## src/rtl/audio_transceiver_mc_if.sv

```systemverilog
// Serial frame bus between the SPI/ADC source side and the transceiver core:
// frame select and data in, generated serial clock and processed samples out.
`timescale 1ns/1ps
interface audio_transceiver_mc_if #(
  parameter int NUM_CH   = 2,
  parameter int SAMPLE_W = 16
);
  logic                         spi_mosi;
  logic                         spi_cs;
  logic                         serial_clk;
  logic [NUM_CH*SAMPLE_W-1:0]   sample_out;
  logic                         sample_valid;

  modport master (
    output spi_mosi, spi_cs,
    input  serial_clk, sample_out, sample_valid
  );

  modport slave (
    input  spi_mosi, spi_cs,
    output serial_clk, sample_out, sample_valid
  );
endinterface

```

## src/rtl/audio_transceiver_mc.sv

```systemverilog
// Multi-channel audio transceiver: receives cs-framed MSB-first sample frames,
// double-buffers them, applies saturating Q1.7 gain with mute, drives per-channel PDM.
`timescale 1ns/1ps
module audio_transceiver_mc #(
  parameter int NUM_CH   = 2,
  parameter int SAMPLE_W = 16,
  parameter int CLK_DIV  = 4
) (
  input  logic                 input_clk,
  input  logic                 reset_n,
  audio_transceiver_mc_if.slave bus,
  input  logic [7:0]           volume,
  input  logic                 mute,
  output logic [NUM_CH-1:0]    dac_pdm_out,
  output logic                 RED_LED,
  output logic                 GREEN_LED,
  output logic                 BLUE_LED
);

  localparam int HALF  = CLK_DIV / 2;
  localparam int DIV_W = (HALF > 1) ? $clog2(HALF) : 1;
  localparam int BIT_W = $clog2(SAMPLE_W);
  localparam int CH_W  = (NUM_CH > 1) ? $clog2(NUM_CH) : 1;
  localparam int PW    = SAMPLE_W + 9;

  if (CLK_DIV < 2 || (CLK_DIV % 2) != 0) begin : g_bad_div
    $error("CLK_DIV must be even and >= 2");
  end

  typedef enum logic [1:0] {IDLE, SHIFT, DONE} state_t;

  state_t                 state, state_next;
  logic [DIV_W-1:0]       div_cnt;
  logic                   sclk_q, div_wrap, rise_en;
  logic [1:0]             cs_sync, mosi_sync;
  logic                   cs_s, mosi_s;
  logic [BIT_W-1:0]       bit_cnt;
  logic [CH_W-1:0]        ch_idx;
  logic [SAMPLE_W-1:0]    shift_reg, word_next;
  logic [SAMPLE_W-1:0]    staging [NUM_CH];
  logic [SAMPLE_W-1:0]    active  [NUM_CH];
  logic [7:0]             vol_q;
  logic                   done_q, load_q;
  logic                   start, cap, last_bit, last_word, abort;
  logic [NUM_CH*SAMPLE_W-1:0] gained, sample_q;
  logic                   valid_q, red_q, green_q, blue_q;

  // Serial clock divider; rise_en marks the edge that drives serial_clk 0->1.
  assign div_wrap = (div_cnt == DIV_W'(HALF - 1));
  assign rise_en  = div_wrap & ~sclk_q;

  always_ff @(posedge input_clk or negedge reset_n) begin
    if (!reset_n) begin
      div_cnt <= '0;
      sclk_q  <= 1'b0;
    end else if (div_wrap) begin
      // NOTE: state registers use non-blocking assignments so every flop samples pre-edge values.
      div_cnt <= '0;
      sclk_q  <= ~sclk_q;
    end else begin
      div_cnt <= div_cnt + DIV_W'(1);
    end
  end

  // NOTE: the cs synchroniser presets to the deasserted level so leaving reset never looks like a frame start.
  always_ff @(posedge input_clk or negedge reset_n) begin
    if (!reset_n) begin
      cs_sync   <= 2'b11;
      mosi_sync <= 2'b00;
    end else begin
      cs_sync   <= {cs_sync[0], bus.spi_cs};
      mosi_sync <= {mosi_sync[0], bus.spi_mosi};
    end
  end

  assign cs_s      = cs_sync[1];
  assign mosi_s    = mosi_sync[1];
  assign word_next = {shift_reg[SAMPLE_W-2:0], mosi_s};

  always_ff @(posedge input_clk or negedge reset_n) begin
    if (!reset_n) state <= IDLE;
    else          state <= state_next;
  end

  // NOTE: every output of this block gets a default first, otherwise latches are inferred.
  always_comb begin
    state_next = state;
    start      = 1'b0;
    cap        = 1'b0;
    last_bit   = 1'b0;
    last_word  = 1'b0;
    abort      = 1'b0;
    case (state)
      IDLE: if (!cs_s) begin
        state_next = SHIFT;
        start      = 1'b1;
      end
      SHIFT: begin
        if (rise_en) begin
          cap = 1'b1;
          if (bit_cnt == BIT_W'(SAMPLE_W - 1)) begin
            last_bit  = 1'b1;
            last_word = (ch_idx == CH_W'(NUM_CH - 1));
          end
        end
        // A final-bit capture wins over a simultaneous cs release.
        if (last_word) begin
          state_next = DONE;
        end else if (cs_s) begin
          state_next = IDLE;
          abort      = 1'b1;
          cap        = 1'b0;
          last_bit   = 1'b0;
        end
      end
      DONE:    if (cs_s) state_next = IDLE;
      default: state_next = IDLE;
    endcase
  end

  // NOTE: both sample banks are reset explicitly; they are small and reset must clear all state.
  always_ff @(posedge input_clk or negedge reset_n) begin
    if (!reset_n) begin
      bit_cnt   <= '0;
      ch_idx    <= '0;
      shift_reg <= '0;
      for (int c = 0; c < NUM_CH; c++) begin
        staging[c] <= '0;
        active[c]  <= '0;
      end
      vol_q  <= '0;
      done_q <= 1'b0;
      load_q <= 1'b0;
      red_q  <= 1'b0;
    end else begin
      done_q <= last_word;
      load_q <= done_q;
      if (abort) red_q <= 1'b1;
      if (start) begin
        bit_cnt <= '0;
        ch_idx  <= '0;
      end else if (cap) begin
        shift_reg <= word_next;
        if (last_bit) begin
          staging[ch_idx] <= word_next;
          bit_cnt         <= '0;
          ch_idx          <= ch_idx + CH_W'(1);
        end else begin
          bit_cnt <= bit_cnt + BIT_W'(1);
        end
      end
      if (done_q) begin
        active <= staging;
        vol_q  <= volume;
      end
    end
  end

  for (genvar c = 0; c < NUM_CH; c++) begin : g_ch
    logic signed [PW-1:0] prod, scaled;
    logic [SAMPLE_W-1:0]  sat, dac_in, u, acc;
    logic [SAMPLE_W:0]    sum;
    logic                 pdm_q;

    // Floor of sample*volume/128, clamped when the bits above the sample width disagree with its sign.
    always_comb begin
      prod   = PW'($signed(active[c])) * PW'($signed({1'b0, vol_q}));
      scaled = prod >>> 7;
      if (scaled[PW-1:SAMPLE_W-1] == '0 || scaled[PW-1:SAMPLE_W-1] == '1)
        sat = scaled[SAMPLE_W-1:0];
      else if (scaled[PW-1])
        sat = {1'b1, {(SAMPLE_W-1){1'b0}}};
      else
        sat = {1'b0, {(SAMPLE_W-1){1'b1}}};
    end
    assign gained[c*SAMPLE_W +: SAMPLE_W] = sat;

    always_comb begin
      dac_in = blue_q ? '0 : sample_q[c*SAMPLE_W +: SAMPLE_W];
      u      = {~dac_in[SAMPLE_W-1], dac_in[SAMPLE_W-2:0]};
      sum    = {1'b0, acc} + {1'b0, u};
    end

    always_ff @(posedge input_clk or negedge reset_n) begin
      if (!reset_n) begin
        acc   <= '0;
        pdm_q <= 1'b0;
      end else begin
        acc   <= sum[SAMPLE_W-1:0];
        pdm_q <= sum[SAMPLE_W];
      end
    end
    assign dac_pdm_out[c] = pdm_q;
  end

  always_ff @(posedge input_clk or negedge reset_n) begin
    if (!reset_n) begin
      sample_q <= '0;
      valid_q  <= 1'b0;
      green_q  <= 1'b0;
      blue_q   <= 1'b0;
    end else begin
      valid_q <= load_q;
      blue_q  <= mute;
      if (load_q) begin
        sample_q <= gained;
        green_q  <= ~green_q;
      end
    end
  end

  assign bus.serial_clk   = sclk_q;
  assign bus.sample_out   = sample_q;
  assign bus.sample_valid = valid_q;
  assign RED_LED          = red_q;
  assign GREEN_LED        = green_q;
  assign BLUE_LED         = blue_q;

endmodule

```

## src/flat_wrapper.sv

```systemverilog
// flat-port wrapper written by rule: the top's interface ports become plain ports
module audio_transceiver_mc_flat 
#(
  parameter int NUM_CH   = 2,
  parameter int SAMPLE_W = 16,
  parameter int CLK_DIV  = 4
)
  (input_clk, reset_n, volume, mute, dac_pdm_out, RED_LED, GREEN_LED, BLUE_LED, bus_spi_mosi, bus_spi_cs, bus_serial_clk, bus_sample_out, bus_sample_valid);
  audio_transceiver_mc_if #(.NUM_CH(NUM_CH), .SAMPLE_W(SAMPLE_W)) bus_i ();
  input  logic input_clk;
  input  logic reset_n;
  input  logic [7:0] volume;
  input  logic mute;
  output logic [NUM_CH-1:0] dac_pdm_out;
  output logic RED_LED;
  output logic GREEN_LED;
  output logic BLUE_LED;
  input wire logic [$bits(bus_i.spi_mosi)-1:0] bus_spi_mosi;
  input wire logic [$bits(bus_i.spi_cs)-1:0] bus_spi_cs;
  output wire logic [$bits(bus_i.serial_clk)-1:0] bus_serial_clk;
  output wire logic [$bits(bus_i.sample_out)-1:0] bus_sample_out;
  output wire logic [$bits(bus_i.sample_valid)-1:0] bus_sample_valid;
  assign bus_i.spi_mosi = bus_spi_mosi;
  assign bus_i.spi_cs = bus_spi_cs;
  assign bus_serial_clk = bus_i.serial_clk;
  assign bus_sample_out = bus_i.sample_out;
  assign bus_sample_valid = bus_i.sample_valid;
  audio_transceiver_mc #(.NUM_CH(NUM_CH), .SAMPLE_W(SAMPLE_W), .CLK_DIV(CLK_DIV)) u_core (.input_clk(input_clk), .reset_n(reset_n), .bus(bus_i), .volume(volume), .mute(mute), .dac_pdm_out(dac_pdm_out), .RED_LED(RED_LED), .GREEN_LED(GREEN_LED), .BLUE_LED(BLUE_LED));
endmodule
```

## config.mk

```make
export PLATFORM = sky130hd
export DESIGN_NAME = audio_transceiver_mc_flat
export DESIGN_NICKNAME = d
export VERILOG_FILES = /design/src/rtl/audio_transceiver_mc_if.sv /design/src/rtl/audio_transceiver_mc.sv /design/src/flat_wrapper.sv
export SDC_FILE = /design/constraint.sdc
export NUM_CORES = 1
export LEC_CHECK = 0
export ABC_CLOCK_PERIOD_IN_PS = 17300
export CAP_MARGIN = 20
export CORE_MARGIN = 2
export CORE_UTILIZATION = 69
export CTS_CLUSTER_SIZE = 40
export DETAILED_ROUTE_END_ITERATION = 10
export MAX_ROUTING_LAYER = met4
export PLACE_DENSITY = 0.95
export SLEW_MARGIN = 20
export SYNTH_ARGS = -nofsm -noshare
export SYNTH_HDL_FRONTEND = slang
export SYNTH_SLANG_ARGS = --single-unit
```

## constraint.sdc

```tcl
create_clock -name input_clk -period 17.3 [get_ports input_clk]
set_input_delay 4.325 -clock input_clk [delete_from_list [all_inputs] [get_ports input_clk]]
set_output_delay 4.325 -clock input_clk [all_outputs]
set_load 0.03 [all_outputs]
```

==> flow_metrics.tcl <==
set metrics [dict create \
    status "finished clean" \
    hp-class "reg2reg" \
    fillCellCount 1468 \
    switchingPower_mw 0.1929 \
    cp_max_fo 31 \
    cts_tree "yes" \
    cts-root-buf "clkbuf_16" \
    period_share_pct 39.48 \
    chipHeight_um 159.9 \
    ys_seq_area_share_pct 25.69 \
    grt_antenna_before_repair 0 \
    ys_types 75 \
    maxCapViolCount 0 \
    p_seq_share_pct 50.6 \
    routed_wl_um 38550 \
    synth_edf_count 0 \
    numPortBuffers 51 \
    rrSetupSlack_ns 10.47 \
    vias 12473 \
    grt_max_degree 96 \
    clk_pin_slew_ns 0.07 \
    hold_end "u_core.mosi_sync[1]" \
    wl_per_cell_um 18.27 \
    rsz0062_at_grt "no" \
    required_ns 17.55 \
    dr.pass1.iters 6 \
    dr_wl_met3_um 3062 \
    yosysWarnings 0 \
    hp-start "u_core.mosi_sync[0]" \
    die_w_um 159.9 \
    pwr_density_cell_nw_per_um2 44.93 \
    grt_pass1_wl_um 65280 \
    hold_depth 0 \
    globalplace.congestion 0.8809 \
    tritoncts_num_sinks 172 \
    drive_gt1_share_pct 8.231 \
    gr-total-overflow 0 \
    fin_util_pct 74.80 \
    critPathLaunch "u_core.vol_q[0]" \
    comb_power_share_pct 2.3 \
    die_area_um2 25560 \
    setup.worst_path.start_class "flop" \
    nets 2115 \
    slew-limit-headroom_pct 26.51 \
    wl_met2_um 19220 \
    top_layer_used "met4" \
    hold_buffers 0 \
    arrival_ns 7.08 \
    final_common_cell "inv_1" \
    h-tree-depth 4 \
    r2r_start "u_core.vol_q[0]" \
    core_area_um2 24110 \
    cts_resized 0 \
    setup_violations 0 \
    dr.first_iter.drc_count 1240 \
    grt_use_total_pct 32.77 \
    cts_setup_buffers 0 \
    syn-num-nets 2106 \
    ys_seq_elements 172 \
    crit_type "reg2reg" \
    fmax_mhz 146.4 \
    irDropWorstVdd_uv 61.06 \
    tightest_slew_ns 1.102 \
    r2r_end "u_core.bus.sample_out[10]" \
    start_util_pct 69.54 \
    drcViolationCount 0 \
    ios 52 \
    n_antenna_cell 0 \
    cts_buffers 17 \
    synthCells 1764 \
    syn_area_um2 16760 \
    clk_latency_ns 0.45 \
    wl_met1_um 14790 \
    synth_ff_type "dfrtp_1" \
    cts_buffer_depth 2 \
    synth.avg_cell_area_um2 9.503 \
    reg2regPathDepth 18 \
    final_hold_viol_count 0 \
    p_int_mw 0.6171 \
    via_per_inst 5.911 \
    p_leak_nw 9.623 \
    period_minus_slack_ns 6.830 \
    fin_skew_ns 0.009215 \
    switching_share_pct 23.82 \
    row_count 57 \
    fin_setup_tns_ns 0 \
    grt_pass1_vias 13495 \
    postRouteAntennaNets 0 \
    layout_common_cells "337 x inv_1, 229 x nand2_1, 204 x fa_1" \
    dpl.hpwl_um 28580 \
    async_reset_ff_share_pct 100.0 \
    syn2layout_area_growth_pct 7.553 \
    end_kind "flop" \
    p_clk_share_pct 47.2 \
    maxSlewViolCount 0 \
]
==> through the flow <==
stage	instances	setup WS, ns	cell area [µm²]	hold WS, ns	total power [mW]
floorplan	1764	11.80	16760	0.3312	0.4216
global placement	2078	11.02	17450	0.3362	0.4351
detailed placement	2078	10.71	17450	0.3371	0.4360
CTS	2110	10.58	18020	0.3527	0.8126
global route	2110	10.19	18030	0.3629	0.8306
finish	2110	10.47	18030	0.3516	0.8100
==> cells by family after synthesis <==
| kind of cell | Yosys count | synth area share [%] |
|---|---|---|
| and+or+nand+nor | 536 | 15.60 |
| DFF | 172 | 25.69 |
| buffers and inverters | 409 | 9.374 |
| xor gates and xnor gates | 58 | 3.075 |
| muxes | 73 | 4.896 |
| adders and majority gates | 329 | 33.69 |
| AOI/OAI and AO/OA | 187 | 7.673 |
==> critical path: stages, from the launching register on <==
cell and delay [ns]:
dfrtp_1 1.07, nand2_1 0.20, fa_1 0.60, inv_1 0.06, fa_1 0.48, fa_1 0.55
inv_1 0.05, fa_1 0.48, inv_1 0.04, ha_1 0.36, a21oi_1 0.21, a21boi_1 0.12
a211oi_2 0.38, o22ai_4 0.18, a41oi_2 0.28, xor2_2 0.32, nor2_4 0.06, a2111oi_4 0.88
o22ai_1 0.27
==> cell usage after synthesis, drive strengths merged (9+ instances only) <==
cell type / number / area, µm²
nor2b: 33 / 206.5
nand2b: 9 / 56.30
xnor2: 40 / 350.3
a21o: 12 / 91.34
and3: 9 / 57.56
o31ai: 9 / 81.33
clkbuf: 47 / 180.2
a21oi: 46 / 234.0
inv: 337 / 1265
o21ai: 44 / 220.2
or3: 13 / 82.58
o21a: 9 / 67.56
nand3: 26 / 130.1
xor2: 18 / 165.2
and2: 110 / 694.4
mux2: 72 / 810.8
o22ai: 16 / 120.1
fa: 204 / 4084
nor2: 65 / 251.5
ha: 125 / 1564
nand2: 229 / 859.6
dfrtp: 170 / 4254
buf: 23 / 112.6
nor3: 22 / 120.1
==> power by group through the flow <==
| stage | sequential [mW] | clock [mW] | combinational, mW |
|---|---|---|---|
| final | 0.409 | 0.382 | 0.0184 |
| after global routing | 0.410 | 0.400 | 0.0209 |
| after CTS | 0.410 | 0.384 | 0.0189 |
| after detailed placement | 0.417 | 0 | 0.0188 |
| after global placement | 0.417 | 0 | 0.0182 |
| after floorplan | 0.416 | 0 | 0.00590 |
==> routing by layer <==
| metal | up-vias | GRT usage [%] |
|---|---|---|
| met2 | 683 | 54.47 |
| met5 | - | - |
| met3 | 170 | 6.130 |
| met4 | 0 | 13.51 |
| met1 | 6095 | 39.79 |
| li1 | 5525 | - |
==> how the worst max path moves through the flow <==
stage / depth (start not counted) / slack [ns] / endpoint
floorplan: 18 / 11.80 / u_core.bus.sample_out[10]
global placement: 18 / 11.02 / u_core.bus.sample_out[14]
detailed placement: 18 / 10.71 / u_core.bus.sample_out[14]
CTS: 18 / 10.58 / u_core.bus.sample_out[10]
global route: 18 / 10.19 / u_core.bus.sample_out[10]
finish: 18 / 10.47 / u_core.bus.sample_out[10]
==> cell type report <==
class / count / area [µm²] / area share, %
clock inverters: 13 / 128.9 / 0.7148
well taps: 324 / 405.4 / 2.248
inverters: 338 / 1269 / 7.037
multi-input cells: 1183 / 10890 / 60.37
repair buffers: 61 / 590.6 / 3.275
flip-flops and latches: 172 / 4308 / 23.89
clock buffers: 19 / 442.9 / 2.457
Power figures use the tool's default switching activity.
